===== src/rtl/out_wrapper_pkg.sv =====
// Shared definitions for the FP-core output wrapper: data/buffer sizing and
// the control FSM state encoding.
package out_wrapper_pkg;

    localparam int DATA_W = 32;
    localparam int DEPTH  = 2;
    localparam int PTR_W  = 1;   // log2(DEPTH); pointers wrap naturally modulo 2
    localparam int CNT_W  = 2;   // holds 0..DEPTH

    typedef enum logic [1:0] {
        ST_IDLE    = 2'd0,
        ST_PRESENT = 2'd1,
        ST_RELEASE = 2'd2
    } state_e;

endpackage : out_wrapper_pkg


===== src/rtl/out_fifo2.sv =====
// Two-entry result FIFO. Holds storage, read/write pointers, occupancy and
// the sticky overflow flag. A push while full is dropped and flagged.
module out_fifo2
    import out_wrapper_pkg::*;
(
    input  logic              clk,
    input  logic              rst,
    input  logic              push,
    input  logic [DATA_W-1:0] wdata,
    input  logic              pop,
    output logic [DATA_W-1:0] rdata,
    output logic [CNT_W-1:0]  count,
    output logic              overflow
);

    logic [DATA_W-1:0] mem_q [DEPTH];
    logic [DATA_W-1:0] mem_d [DEPTH];
    logic [PTR_W-1:0]  wr_ptr_q, wr_ptr_d;
    logic [PTR_W-1:0]  rd_ptr_q, rd_ptr_d;
    logic [CNT_W-1:0]  count_q, count_d;
    logic              overflow_q, overflow_d;
    logic              push_ok;
    logic              pop_ok;

    // Next-state for storage, pointers, count and overflow. Whether a push
    // fits is decided from the registered count only, so a pop on the same
    // edge never makes room for a result that arrived while full.
    always_comb begin
        mem_d      = mem_q;
        wr_ptr_d   = wr_ptr_q;
        rd_ptr_d   = rd_ptr_q;
        count_d    = count_q;
        overflow_d = overflow_q;

        push_ok = push && (count_q < CNT_W'(DEPTH));
        pop_ok  = pop && (count_q != '0);

        if (push_ok) begin
            mem_d[wr_ptr_q] = wdata;
            wr_ptr_d        = wr_ptr_q + 1'b1;
        end
        if (push && !push_ok) begin
            overflow_d = 1'b1;
        end
        if (pop_ok) begin
            rd_ptr_d = rd_ptr_q + 1'b1;
        end

        case ({push_ok, pop_ok})
            2'b10:   count_d = count_q + 1'b1;
            2'b01:   count_d = count_q - 1'b1;
            default: count_d = count_q;
        endcase
    end

    // State registers with asynchronous clear.
    always_ff @(posedge clk or posedge rst) begin
        if (rst) begin
            for (int i = 0; i < DEPTH; i++) begin
                mem_q[i] <= '0;
            end
            wr_ptr_q   <= '0;
            rd_ptr_q   <= '0;
            count_q    <= '0;
            overflow_q <= 1'b0;
        end else begin
            mem_q      <= mem_d;
            wr_ptr_q   <= wr_ptr_d;
            rd_ptr_q   <= rd_ptr_d;
            count_q    <= count_d;
            overflow_q <= overflow_d;
        end
    end

    assign rdata    = mem_q[rd_ptr_q];
    assign count    = count_q;
    assign overflow = overflow_q;

endmodule : out_fifo2


===== src/rtl/out_wrapper.sv =====
// Buffers FP-core results and hands them to a consumer over a 4-phase
// request/acknowledge handshake.
//
// Handshake: outReady=1 means outBus holds a valid result and stays stable
// until the consumer raises outAccepted. The entry is consumed on the edge
// where outReady=1 and outAccepted=1; outReady then drops and no new entry
// is offered until outAccepted has returned low.
module out_wrapper
    import out_wrapper_pkg::*;
(
    input  logic              clk,
    input  logic              rst,
    input  logic              done,
    input  logic [DATA_W-1:0] result,
    output logic              resultReady,
    output logic [DATA_W-1:0] outBus,
    output logic              outReady,
    input  logic              outAccepted,
    output logic [CNT_W-1:0]  count,
    output logic              overflow
);

    state_e            state_q, state_d;
    logic              fifo_pop;
    logic [DATA_W-1:0] fifo_head;
    logic [CNT_W-1:0]  fifo_count;

    out_fifo2 u_fifo (
        .clk      (clk),
        .rst      (rst),
        .push     (done),
        .wdata    (result),
        .pop      (fifo_pop),
        .rdata    (fifo_head),
        .count    (fifo_count),
        .overflow (overflow)
    );

    // FSM next state and outputs. The head is shown only in PRESENT; pushes
    // land in the other slot, so outBus cannot change while presenting.
    always_comb begin
        state_d  = state_q;
        fifo_pop = 1'b0;
        outReady = 1'b0;
        outBus   = '0;

        case (state_q)
            ST_IDLE: begin
                if (fifo_count != '0) begin
                    state_d = ST_PRESENT;
                end
            end
            ST_PRESENT: begin
                outReady = 1'b1;
                outBus   = fifo_head;
                if (outAccepted) begin
                    fifo_pop = 1'b1;
                    state_d  = ST_RELEASE;
                end
            end
            ST_RELEASE: begin
                if (!outAccepted) begin
                    state_d = ST_IDLE;
                end
            end
            default: begin
                state_d = ST_IDLE;
            end
        endcase
    end

    // FSM state register with asynchronous return to IDLE.
    always_ff @(posedge clk or posedge rst) begin
        if (rst) begin
            state_q <= ST_IDLE;
        end else begin
            state_q <= state_d;
        end
    end

    assign count       = fifo_count;
    assign resultReady = (fifo_count < CNT_W'(DEPTH));

endmodule : out_wrapper


===== config.mk =====
export PLATFORM = sky130hd
export DESIGN_NAME = out_wrapper
export DESIGN_NICKNAME = d
export VERILOG_FILES = /design/src/rtl/out_wrapper_pkg.sv /design/src/rtl/out_fifo2.sv /design/src/rtl/out_wrapper.sv
export SDC_FILE = /design/constraint.sdc
export NUM_CORES = 1
export LEC_CHECK = 0
export ABC_AREA = 0
export CAP_MARGIN = 20
export CORE_MARGIN = 2
export CORE_UTILIZATION = 50
export CTS_CLUSTER_SIZE = 28
export DETAILED_ROUTE_END_ITERATION = 7
export PLACE_DENSITY = 0.81
export SYNTH_ARGS = -nofsm -noshare
export SYNTH_HDL_FRONTEND = slang
export SYNTH_SLANG_ARGS = --single-unit

===== constraint.sdc =====
create_clock -name clk -period 3.26 [get_ports clk]
set_input_delay 0.815 -clock clk [delete_from_list [all_inputs] [get_ports clk]]
set_output_delay 0.815 -clock clk [all_outputs]
set_load 0.02 [all_outputs]

# [After elaboration in Yosys (flattened, before gate mapping)]
# Cells that the tools add are included.
[totals] reg_bits=71 output_inout_bits=37 elab_cells=48
[classes] n_addsub=4 order_cmp=4 n_eq_ne=7 mux=15 bitwise=2 n_reduce_logical=9
[op_table] operator="32-bit 2-to-1 mux" n=5
[op_table] operator="64-bit bitwise mux" n=1
[op_table] operator="32-bit demux with 1-bit select" n=1
[op_table] operator="2-bit 2-to-1 mux" n=3
[op_table] operator="2-bit inequality test (second input constant)" n=3
[op_table] operator="2-bit case mux with 3 select lines" n=1
[op_table] operator="2-bit by 1-bit equality test with 1-bit output (second input constant)" n=2
[op_table] operator="2-bit equality test (second input constant)" n=2
[op_table] operator="2-bit greater-or-equal comparator (second input constant)" n=2
[op_table] operator="1-bit logical AND" n=4
[op_table] operator="1-bit inverter with 2-bit output" n=2
[op_table] operator="2-bit case mux with 2 select lines" n=1
[op_table] operator="2-bit nonzero test" n=2
[op_table] operator="1-bit 2-to-1 mux" n=3
[op_table] operator="3-bit AND reduction" n=1
[op_table] operator="1-bit adder (second input constant)" n=2
[op_table] operator="2-bit by 1-bit adder with 2-bit output (second input constant)" n=1
[op_table] operator="2-bit logical NOT" n=1
[op_table] operator="2-bit by 1-bit less-than comparator with 1-bit output (second input constant)" n=1
[op_table] operator="2-bit less-than comparator (second input constant)" n=1
[op_table] operator="2-bit by 1-bit subtractor with 2-bit output (second input constant)" n=1
[op_table] operator="1-bit logical NOT" n=1

# [Depth between registers and ports, before layout]
# Gate-level depths: netlist of the first run.
[logic_depth] word_depth=6 ltp_mapped=7 mapped_depth_nobuf=6

# [By module]
# A second synthesis of the first run with hierarchy kept.
[hier_totals] cells_unflattened=233 hier_area_um2=3382.0
[modules_own_cells] module="out_fifo2" n_inst=1 cells_each=188 area_each_um2=3025.4 seq_area_each_um2=1726.7
[modules_own_cells] module="out_wrapper" n_inst=1 cells_each=45 area_each_um2=356.6 seq_area_each_um2=50.0

# [Worst setup path after synthesis of the first run]
# No wires, ideal clock.
[synth_path] path_type="reg-to-output" startpoint="register state_q[1]" endpoint="output outBus[10]" arrival_time_ns=1.152 required_time_ns=2.445 path_slack_ns=1.293 path_stages_with_launch=5 cell_sequence="dfrtp_1 nand2b_1 buf_2 clkbuf_1 nor2_1"
[synth_via] elab_chain_len=2
[synth_rtl] item="start, declared" line_no="out_wrapper.sv:23" rtl="state_e state_q, state_d;"
[synth_rtl] item="start signal, assigned" line_no="out_wrapper.sv:77" rtl="state_q <= state_d;"
[synth_rtl] item="2-bit by 1-bit equality test with 1-bit output" line_no="out_wrapper.sv:47" rtl="case (state_q)"
[synth_rtl] item="32-bit 2-to-1 mux" line_no="out_wrapper.sv:47"
[synth_rtl] item="end, declared" line_no="out_wrapper.sv:16" rtl="output logic [DATA_W-1:0] outBus,"
# No other way between the ends.

# [Worst setup path in the final report of the first run]
[layout_path] startpoint="register u_fifo.rd_ptr_q" endpoint="output outBus[24]"
[layout_via] elab_chain_len=5
[layout_rtl] item="start, declared" line_no="out_fifo2.sv:19" rtl="logic [PTR_W-1:0] rd_ptr_q, rd_ptr_d;"
[layout_rtl] item="start signal, assigned" line_no="out_fifo2.sv:69" rtl="rd_ptr_q <= rd_ptr_d;"
[layout_rtl] item="1-bit inverter with 2-bit output (implied by the code)" line_no="out_fifo2.sv:75" rtl="assign rdata = mem_q[rd_ptr_q];"
[layout_rtl] item="32-bit 2-to-1 mux (implied by the code) (3 in a row)" line_no="out_fifo2.sv:75"
[layout_rtl] item="32-bit 2-to-1 mux" line_no="out_wrapper.sv:47"
# No other way between the ends. The select of a mux whose other input is x is not followed.

==> run summary, run 1 <==
* 5.185 — DR vias/cell
* 0 — number of enable-type register cells in the synthesized netlist
* 27.80% — share of final-layout standard cells stronger than drive strength 1
* 55.40% — share of the synthesized area in the top cell type
* primary output — critical path endpoint category
* 55.40% — sequential cell area fraction in the yosys report
* 21 — Distinct cells, synth
* 0 — count of unresolved DRC violations after routing
* 1047 nW/um^2 — total power divided by cell area
* state_q[1] — startpoint of the worst-slack reg-to-reg timing path
* 0 — Final setup violation count
* 0 ns — setup TNS
* clkbuf_8 — master cell of the clock root buffer
* 13.70 sq um — Avg Cell Area, Syn
* 3207 sq um — cell area after technology mapping
* 3 — number of levels in the clock H-tree
* 44 — maximum number of pins on one net before global-route repair
* 2134 — vias in the first global route
* 0.6142 ns — slew at the pin closest to its max-slew limit
* dfrtp_1 (55%), mux2_2 (21%), mux2i_1 (10%) — biggest area contributors in the synthesized netlist
* 9 — Num CTS Buffers
* dfrtp_1 — cell type with the highest aggregate area in the netlist
* 0 — Slew Limit Fails
* 71 — number of clock sinks
* 4 — First-pass DRT Iterations
* 0.004075 ns — Worst Skew
* 2022 — vias post-DR
* 0.07 ns — clock edge transition at the registers on the reported setup and hold paths
* finished, final reports clean — run status
* 6 — number of cells on the worst reg-to-reg path
* 0.6881 — routability cong.
* 0 — total congestion overflow
* done — TritonCTS clock tree
* dfrtp_1 — most frequent cell after synthesis
* 0 — Diodes inserted
* 72 — quantity of I/O buffers inserted on ports
* 6277 sq um — Floorplan Core Area
* 5983 um — WL final
* 1.803 nW — Static Leakage
* u_fifo.count[1] — Worst R2R End
* 271 — synthesized netlist net count
* 2 — buffer depth of the longest clock path
* 29 — number of placement rows
* 0 — buffer count from post-CTS setup fixing
* 0 — total of cells resized after clock tree synthesis
* 0 — Antenna Nets Post-Route
* 1.55 ns — minimum setup slack among reg-to-reg paths
* state_q[1] — Hold Path Origin
* 1.99 ns — endpoint arrival time on the critical path
* 84.09 um — Die Height
* 234 — Gate Count Post-Synth
* 15.34 um — average wire length per cell after detail routing
* 59.00% — Max transition margin
* 508 — Fillers
* false — unrepaired setup endpoints after global routing
* 71 — flip-flop and latch count after synthesis
* 0 — count of hold-fix buffers inserted at cts
* 0 — number of antenna violations at the first check in global routing
* 18.41% — GRT Total Usage
* 0 — number of warning messages in the yosys log
* 2.44 ns — data required time of the critical path
* 2.801 ns — Final Critical Period
* 624.6 uV — largest voltage drop on the vdd net
* 66.23% — final core utilization
* reg2reg — worst min-delay path category
* 345 — fin nets
* 73 — I/O pin total
* 7070 sq um — area of the die
* 100.0% — proportion of synthesized flip-flops having asynchronous set or reset
* flop — CP Launch Type
* 0 — Max-cap violations
* 84.09 um — Die Span X
* 145 — number of DRC markers after the initial detailed-route iteration
* 51.09% — starting density of the core
* dfrtp_1 — Most used DFF post-synth
* 10190 um — wire length of the first global-routing pass
* 4.354 mW — total power
* 3946 um — half-perimeter wire length of the detailed placement result
* dfrtp_1 (71), mux2_2 (60), nor2_1 (34) — most instantiated cells after synthesis
* 0 — Hold Fails Final Rpt
* reg2out — critical path class
* 357.0 MHz — top achievable clock speed
* 1 — worst hold path depth
* 0.4537 ns — hold slack final
* 26 — Worst Path Max Fanout
* 29.65% — layout overhead on the synthesized area
* state_q[0] — capture endpoint of the worst hold path
* 0.33 ns — insertion delay to the later sink of the worst-skew pair
* 85.93% — final period utilization
## state kept, by name, indices dropped and copies added (netlist names)
| signal | count |
|---|---|
| state_q | 2 |
| u_fifo.count | 2 |
| u_fifo.mem_q | 64 |
| u_fifo.overflow | 1 |
| u_fifo.rd_ptr_q | 1 |
| u_fifo.wr_ptr_q | 1 |
## metrics by stage
step	setup WS [ns]	area [sq um]	std cells
CTS	0.4191	4158	390
global route	0.3660	4158	390
detailed placement	0.8099	3984	374
finish	0.4588	4158	390
global placement	0.8418	3984	374
floorplan	0.6484	3207	234
## cell families after synthesis
group	synth area share [%]
xor+xnor	1.366
fa+ha+maj	0.3901
compound gates	0.7026
flops	55.40
buf+inv	3.589
mux	32.46
simple gates	6.086
## worst max-delay path by stage
stage	from	endpoint
3_3_place_gp	u_fifo.rd_ptr_q	outBus[24]
2_1_floorplan	rst	state_q[0]
3_5_place_dp	u_fifo.rd_ptr_q	outBus[24]
6_report	u_fifo.rd_ptr_q	outBus[24]
5_1_grt	u_fifo.rd_ptr_q	outBus[24]
4_1_cts	u_fifo.rd_ptr_q	outBus[24]
## worst max-delay path, stage by stage, from the launching register on
cell,delay (ns)
dfrtp_2,0.51
buf_12,0.26
mux2i_1,0.27
nor2_1,0.06
clkdlybuf4s50_1,0.55
## power breakdown
| part | internal, mW | total (mW) | switching [mW] |
|---|---|---|---|
| sequential | 1.33 | 1.60 | 0.268 |
| clock | 0.292 | 0.614 | 0.322 |
| combinational | 1.16 | 2.14 | 0.983 |
## routing by layer
layer	global-route usage, %	vias to the layer above	part of all wire [%]
li1	-	954	-
met1	24.75	1013	47
met2	28.72	51	48
met3	5.440	4	4.6
met4	6.158	0	0.69
met5	0	-	0
## layout by cell type, fill, tap and decap left out, types with 2 or more instances in the layout
cell type        count
xnor2_1              4
dfrtp_1             70
buf_12               2
clkdlybuf4s50_1     72
buf_4                3
mux2_1               4
inv_1                2
nand2b_1             2
nor2_1              34
clkbuf_8            10
mux2i_1             32
clkinv_2             4
mux2_2              60
## area by class of cell
cell class | count | area, sq um | area share, %
multi-input combinational | 146 | 1315 | 31.63
timing repair buffer | 77 | 783.3 | 18.84
clock inverter | 6 | 36.28 | 0.8727
clock buffer | 10 | 137.6 | 3.310
sequential | 71 | 1778 | 42.76
tap | 77 | 96.34 | 2.317
inverter | 3 | 11.26 | 0.2708
Note: power is estimated with default switching activity, not from simulation.
==> inputs of run 2 (changes only) <==
Settings changed: CORE_MARGIN 2 to not set, CORE_UTILIZATION 50 to 40, PLACE_DENSITY 0.81 to 0.67.
==> run summary, run 2 (synthesis results as in run 1) <==
* 0 — count of unresolved DRC violations after routing, unchanged
* 287 um — Routed met3 length, +4.0%
* 0 — buffer count from post-CTS setup fixing, unchanged
* 1.811 nW — Static Leakage, +0.43%
* 0 — Final setup violation count, unchanged
* 2.717 ns — Final Critical Period, -0.08464 ns
* clkbuf_8 — master cell of the clock root buffer
* 91.54 um — Die Span X, +8.9%
* 4000 um — half-perimeter wire length of the detailed placement result, +1.4%
* 4 — First-pass DRT Iterations, unchanged
* 3 — number of levels in the clock H-tree, unchanged
* 672 — Fillers, +32%
* 2.44 ns — data required time of the critical path, about the same
* u_fifo.count[1] — Worst R2R End
* 0.6975 — routability cong., +1.4%
* 72 — quantity of I/O buffers inserted on ports, unchanged
* 0 — Hold Fails Final Rpt, unchanged
* 14.27 um — average wire length per cell after detail routing, -7.0%
* 33 — maximum number of pins on one net before global-route repair, -25%
* 5952 um — WL final, -0.52%
* done — TritonCTS clock tree
* 639.0 uV — largest voltage drop on the vdd net, +2.3%
* clkdlybuf4s50_1 — most common library cell in the layout ignoring fill and taps
* 368.1 MHz — top achievable clock speed, +3.1%
* state_q[1] — Hold Path Origin
* 41.50% — starting density of the core, -9.6 points
* 0 ns — setup TNS, unchanged
* state_q[0] — capture endpoint of the worst hold path
* met4 — topmost layer with routed signal wires
* 1.64 ns — minimum setup slack among reg-to-reg paths, +0.09 ns
* 0 — Antenna Nets Post-Route, unchanged
* 15.62% — GRT Total Usage, -2.8 points
* 2026 — vias post-DR, +0.20%
* 0 — count of hold-fix buffers inserted at cts, unchanged
* 6 — number of cells on the worst reg-to-reg path, unchanged
* 0.07 ns — clock edge transition at the registers on the reported setup and hold paths, about the same
* false — unrepaired setup endpoints after global routing
* 91.54 um — Die Height, +8.9%
* clkdlybuf4s50_1 (72), dfrtp_1 (70), mux2_2 (60) — top library cells by usage in the layout, fill and taps aside
* 7727 sq um — Floorplan Core Area, +23%
* 0.4484 ns — hold slack final, -0.005306 ns
* 0.33 ns — insertion delay to the later sink of the worst-skew pair, about the same
* 27.30% — share of final-layout standard cells stronger than drive strength 1, -0.49 points
* 0 — total of cells resized after clock tree synthesis, unchanged
* 66.25% — Max transition margin, +7.3 points
* 2 — buffer depth of the longest clock path, unchanged
* 1 — worst hold path depth, unchanged
* 44 — number of DRC markers after the initial detailed-route iteration, -70%
* 0 — Diodes inserted, unchanged
* reg2reg — worst min-delay path category
* state_q[1] — startpoint of the worst-slack reg-to-reg timing path
* 31.02% — layout overhead on the synthesized area
* 2579 um — detailed-routed wire length on met2, -9.8%
* primary output — critical path endpoint category
* 2970 um — M1 WL, +5.8%
* 32 — number of placement rows, +10%
* 1.90 ns — endpoint arrival time on the critical path, -0.09 ns
* 83.33% — final period utilization, -2.6 points
* 8380 sq um — area of the die, +19%
* 0.003528 ns — Worst Skew, -0.0005472 ns
* 0 — Slew Limit Fails, unchanged
* 17 — Worst Path Max Fanout, -35%
* 0 — number of antenna violations at the first check in global routing, unchanged
* flop — CP Launch Type
* 2049 — vias in the first global route, -4.0%
* 64 — flip-flop count of the largest register, all copies and words added, unchanged
* 71 — number of clock sinks, unchanged
* 0 — Max-cap violations, unchanged
* 4.859 — DR vias/cell, -6.3%
* 10120 um — wire length of the first global-routing pass, -0.75%
* 0 — total congestion overflow, unchanged
* u_fifo.mem_q — Top reg by flops
* 1038 nW/um^2 — total power divided by cell area, -0.84%
* 73 — I/O pin total, unchanged
* reg2out — critical path class
* 9 — Num CTS Buffers, unchanged
* finished, final reports clean — run status
* 0.5055 ns — slew at the pin closest to its max-slew limit, -0.1087 ns
* 348 — fin nets, +0.87%
## run 2: changes by cell type in the layout (fill, tap and decap cells not counted), sizes merged
cell      delta
clkbuf       +5
clkinv       -5
buf          +3
clkinvlp     -1
## run 2: worst max-delay path by stage
stage / start / end / slack [ns] / cells past startpoint
final: u_fifo.rd_ptr_q / outBus[25] / 0.54 / 4
after global placement: done / u_fifo.mem_q[2] / 0.84 / 3
after CTS: state_q[1] / outBus[25] / 0.53 / 4
after detailed placement: done / u_fifo.mem_q[3] / 0.83 / 3
after floorplan: rst / state_q[0] / 0.65 / 1
after global routing: u_fifo.rd_ptr_q / outBus[25] / 0.41 / 4
## run 2: area by class of cell
type / instances / area [sq um] / area share [%]
sequential: 71 / 1778 / 42.32
clock buffer: 15 / 176.4 / 4.199
inverter: 3 / 11.26 / 0.2680
timing repair buffer: 80 / 793.3 / 18.88
multi-input combinational: 146 / 1315 / 31.30
tap: 102 / 127.6 / 3.038
## run 2: critical path, cell delays in order, from the launching register on
cell	delay [ns]
dfrtp_2	0.40
buf_4	0.23
mux2i_1	0.15
nor2_1	0.16
clkdlybuf4s50_1	0.63
## run 2: metal layers
layer	up-vias	global-route usage (%)
met5	-	0
li1	959	-
met2	53	22.87
met1	1003	21.98
met3	11	3.266
met4	0	7.540
## run 2: power breakdown
| part | leakage (nW) | switching (mW) | internal (mW) |
|---|---|---|---|
| clock | 0.0898 | 0.289 | 0.336 |
| sequential | 0.837 | 0.230 | 1.33 |
| combinational | 0.884 | 1.02 | 1.16 |
## run 2: stage by stage
step           cell area [sq um]  util, %  total power [mW]  cells  setup slack, ns
3_3_place_gp                4025    52.09             3.736    402           0.8430
6_report                    4202    54.37             4.363    417           0.5435
5_1_grt                     4202    54.37             4.660    417           0.4069
3_5_place_dp                4025    52.09             3.785    402           0.8316
4_1_cts                     4202    54.37             4.421    417           0.5294
2_1_floorplan               3207        -             3.012    234           0.6484
==> inputs of run 3 (changes only) <==
Settings changed: PLACE_DENSITY 0.67 to 0.7.
Clock period 3.26 ns to 2.45 ns, I/O delays scaled along.
==> run summary, run 3 (synthesis results as in run 1) <==
* 6181 um — WL final, +3.8%
* 0 — count of unresolved DRC violations after routing, unchanged
* 77 — number of DRC markers after the initial detailed-route iteration, +75%
* 55.85% — final core utilization, +1.5 points
* flop — CP Launch Type
* 32 — number of placement rows, unchanged
* 0.34 ns — insertion delay to the later sink of the worst-skew pair, about the same
* 4315 sq um — total non-filler cell area in the finished layout, +2.7%
* 1 — worst hold path depth, unchanged
* 41.50% — starting density of the core, unchanged
* false — unrepaired setup endpoints after global routing
* 71 — number of clock sinks, unchanged
* 2 — buffer depth of the longest clock path, unchanged
* reg2out — critical path class
* 448.7 MHz — top achievable clock speed
* 2014 — vias post-DR, -0.59%
* 73 — I/O pin total, unchanged
* 4070 sq um — Cell Area, Placed, +1.1%
* state_q[1] — Hold Path Origin
* 16.25% — GRT Total Usage, +0.63 points
* 7727 sq um — Floorplan Core Area, unchanged
* 8380 sq um — area of the die, unchanged
* 0 — Hold Fails Final Rpt, unchanged
* 3 — number of levels in the clock H-tree, unchanged
* 0 — Slew Limit Fails, unchanged
* 91.54 um — Die Height, unchanged
* 68.20% — Max transition margin, +1.9 points
* 591.2 uV — largest voltage drop on the vdd net, -7.5%
* 90.96% — final period utilization
* clkbuf_8 — master cell of the clock root buffer
* 3 — First-pass DRT Iterations, -1
* dfrtp_1 (70), mux2_2 (60), clkdlybuf4s50_1 (39) — top library cells by usage in the layout, fill and taps aside
* 10360 um — wire length of the first global-routing pass, +2.4%
* 33 — maximum number of pins on one net before global-route repair, unchanged
* 6 — number of cells on the worst reg-to-reg path, unchanged
* 0.4763 ns — slew at the pin closest to its max-slew limit, -0.02920 ns
* 5.877 mW — total power, +35%
* primary output — critical path endpoint category
* 0 — Antenna Nets Post-Route, unchanged
* u_fifo.count[1] — Worst R2R End
* 661 — Fillers, -1.6%
* dfrtp_1 — most common library cell in the layout ignoring fill and taps
* 0 — number of antenna violations at the first check in global routing, unchanged
* 0 — Diodes inserted, unchanged
* 2.168 nW — Static Leakage, +20%
* state_q[1] — startpoint of the worst-slack reg-to-reg timing path
* 34.57% — layout overhead on the synthesized area
* 4.818 — DR vias/cell, -0.83%
* 0 — buffer count from post-CTS setup fixing, unchanged
* 0.39 ns — biggest cell delay along the critical path, -0.24 ns
* u_fifo.mem_q — Top reg by flops
* 91.54 um — Die Span X, unchanged
* nand2b_1, buf_4, nor2_1, dlygate4sd2_1 — worst path cell trace
* 0.2214 ns — worst-case setup margin in the final layout, -0.3221 ns
* done — TritonCTS clock tree
* 0 ns — setup TNS, unchanged
* 1.62 ns — endpoint arrival time on the critical path, -0.28 ns
* 28.16% — share of final-layout standard cells stronger than drive strength 1, +0.86 points
* 0.80 ns — minimum setup slack among reg-to-reg paths, -0.84 ns
* dfrtp_1 — slowest cell on the critical path
* finished, final reports clean — run status
* 1362 nW/um^2 — total power divided by cell area, +31%
* 72 — quantity of I/O buffers inserted on ports, unchanged
* 0.7260 — routability cong., +4.1%
* 2115 — vias in the first global route, +3.2%
* reg2reg — worst min-delay path category
* 4058 um — half-perimeter wire length of the detailed placement result, +1.5%
* 9 — Num CTS Buffers, unchanged
* 0.07 ns — clock edge transition at the registers on the reported setup and hold paths, about the same
* 14.79 um — average wire length per cell after detail routing, +3.6%
* 1.84 ns — data required time of the critical path, -0.60 ns
* 0 — total congestion overflow, unchanged
* 0 — Max-cap violations, unchanged
* 2.229 ns — Final Critical Period
* state_q[0] — capture endpoint of the worst hold path
* 0 — Final setup violation count, unchanged
* 349 — fin nets, +0.29%
* 64 — flip-flop count of the largest register, all copies and words added, unchanged
* 0.01400 ns — Worst Skew, +0.01048 ns
* 18 — Worst Path Max Fanout, +1
* 0.2756 ns — Place WS, -0.5560 ns
## run 3: metrics by stage
stage                     std cells  hold WS [ns]
after global placement          403        0.4368
after global routing            418        0.4955
after floorplan                 234        0.4187
final                           418        0.4612
after detailed placement        403        0.4459
after CTS                       418        0.4594
## run 3: timing repair
action	CTS	global route
pin swaps	0	0
gates cloned	0	0
gates resized for setup	17	18
hold buffers	0	0
endpoints found under the setup margin	20	18
## run 3: power breakdown
part / internal [mW] / switching [mW]
Clock: 0.569 / 0.421
Sequential: 1.77 / 0.313
Combinational: 1.45 / 1.35
## run 3: routing by layer
layer	GRT usage, %	vias to the layer above	wire [um]
li1	-	962	-
met1	21.93	992	2901
met2	24.94	51	2839
met3	3.769	9	337
met4	7.143	0	102
met5	0	-	0
## run 3: final cells by class
class                      count  area [sq um]  area share (%)
clock buffer                  10         127.6           2.957
multi-input combinational    146          1315           30.47
tap                          102         127.6           2.957
inverter                       3         11.26          0.2609
timing repair buffer          81         872.1           20.21
clock inverter                 5         83.83           1.943
sequential                    71          1778           41.20
## run 3: how the worst max path moves through the flow
| stage | end | from | cells after the start |
|---|---|---|---|
| floorplan | state_q[0] | rst | 1 |
| global placement | outBus[24] | state_q[1] | 4 |
| detailed placement | u_fifo.mem_q[44] | done | 5 |
| CTS | outBus[27] | state_q[1] | 4 |
| global route | outBus[24] | state_q[1] | 4 |
| finish | outBus[24] | state_q[1] | 4 |
## run 3: worst max-delay path: cells and delay by family, from the launching register on
kind | cells | cell delay [ns]
buffers and inverters | 2 | 0.56
DFF | 1 | 0.39
and+or+nand+nor | 2 | 0.33
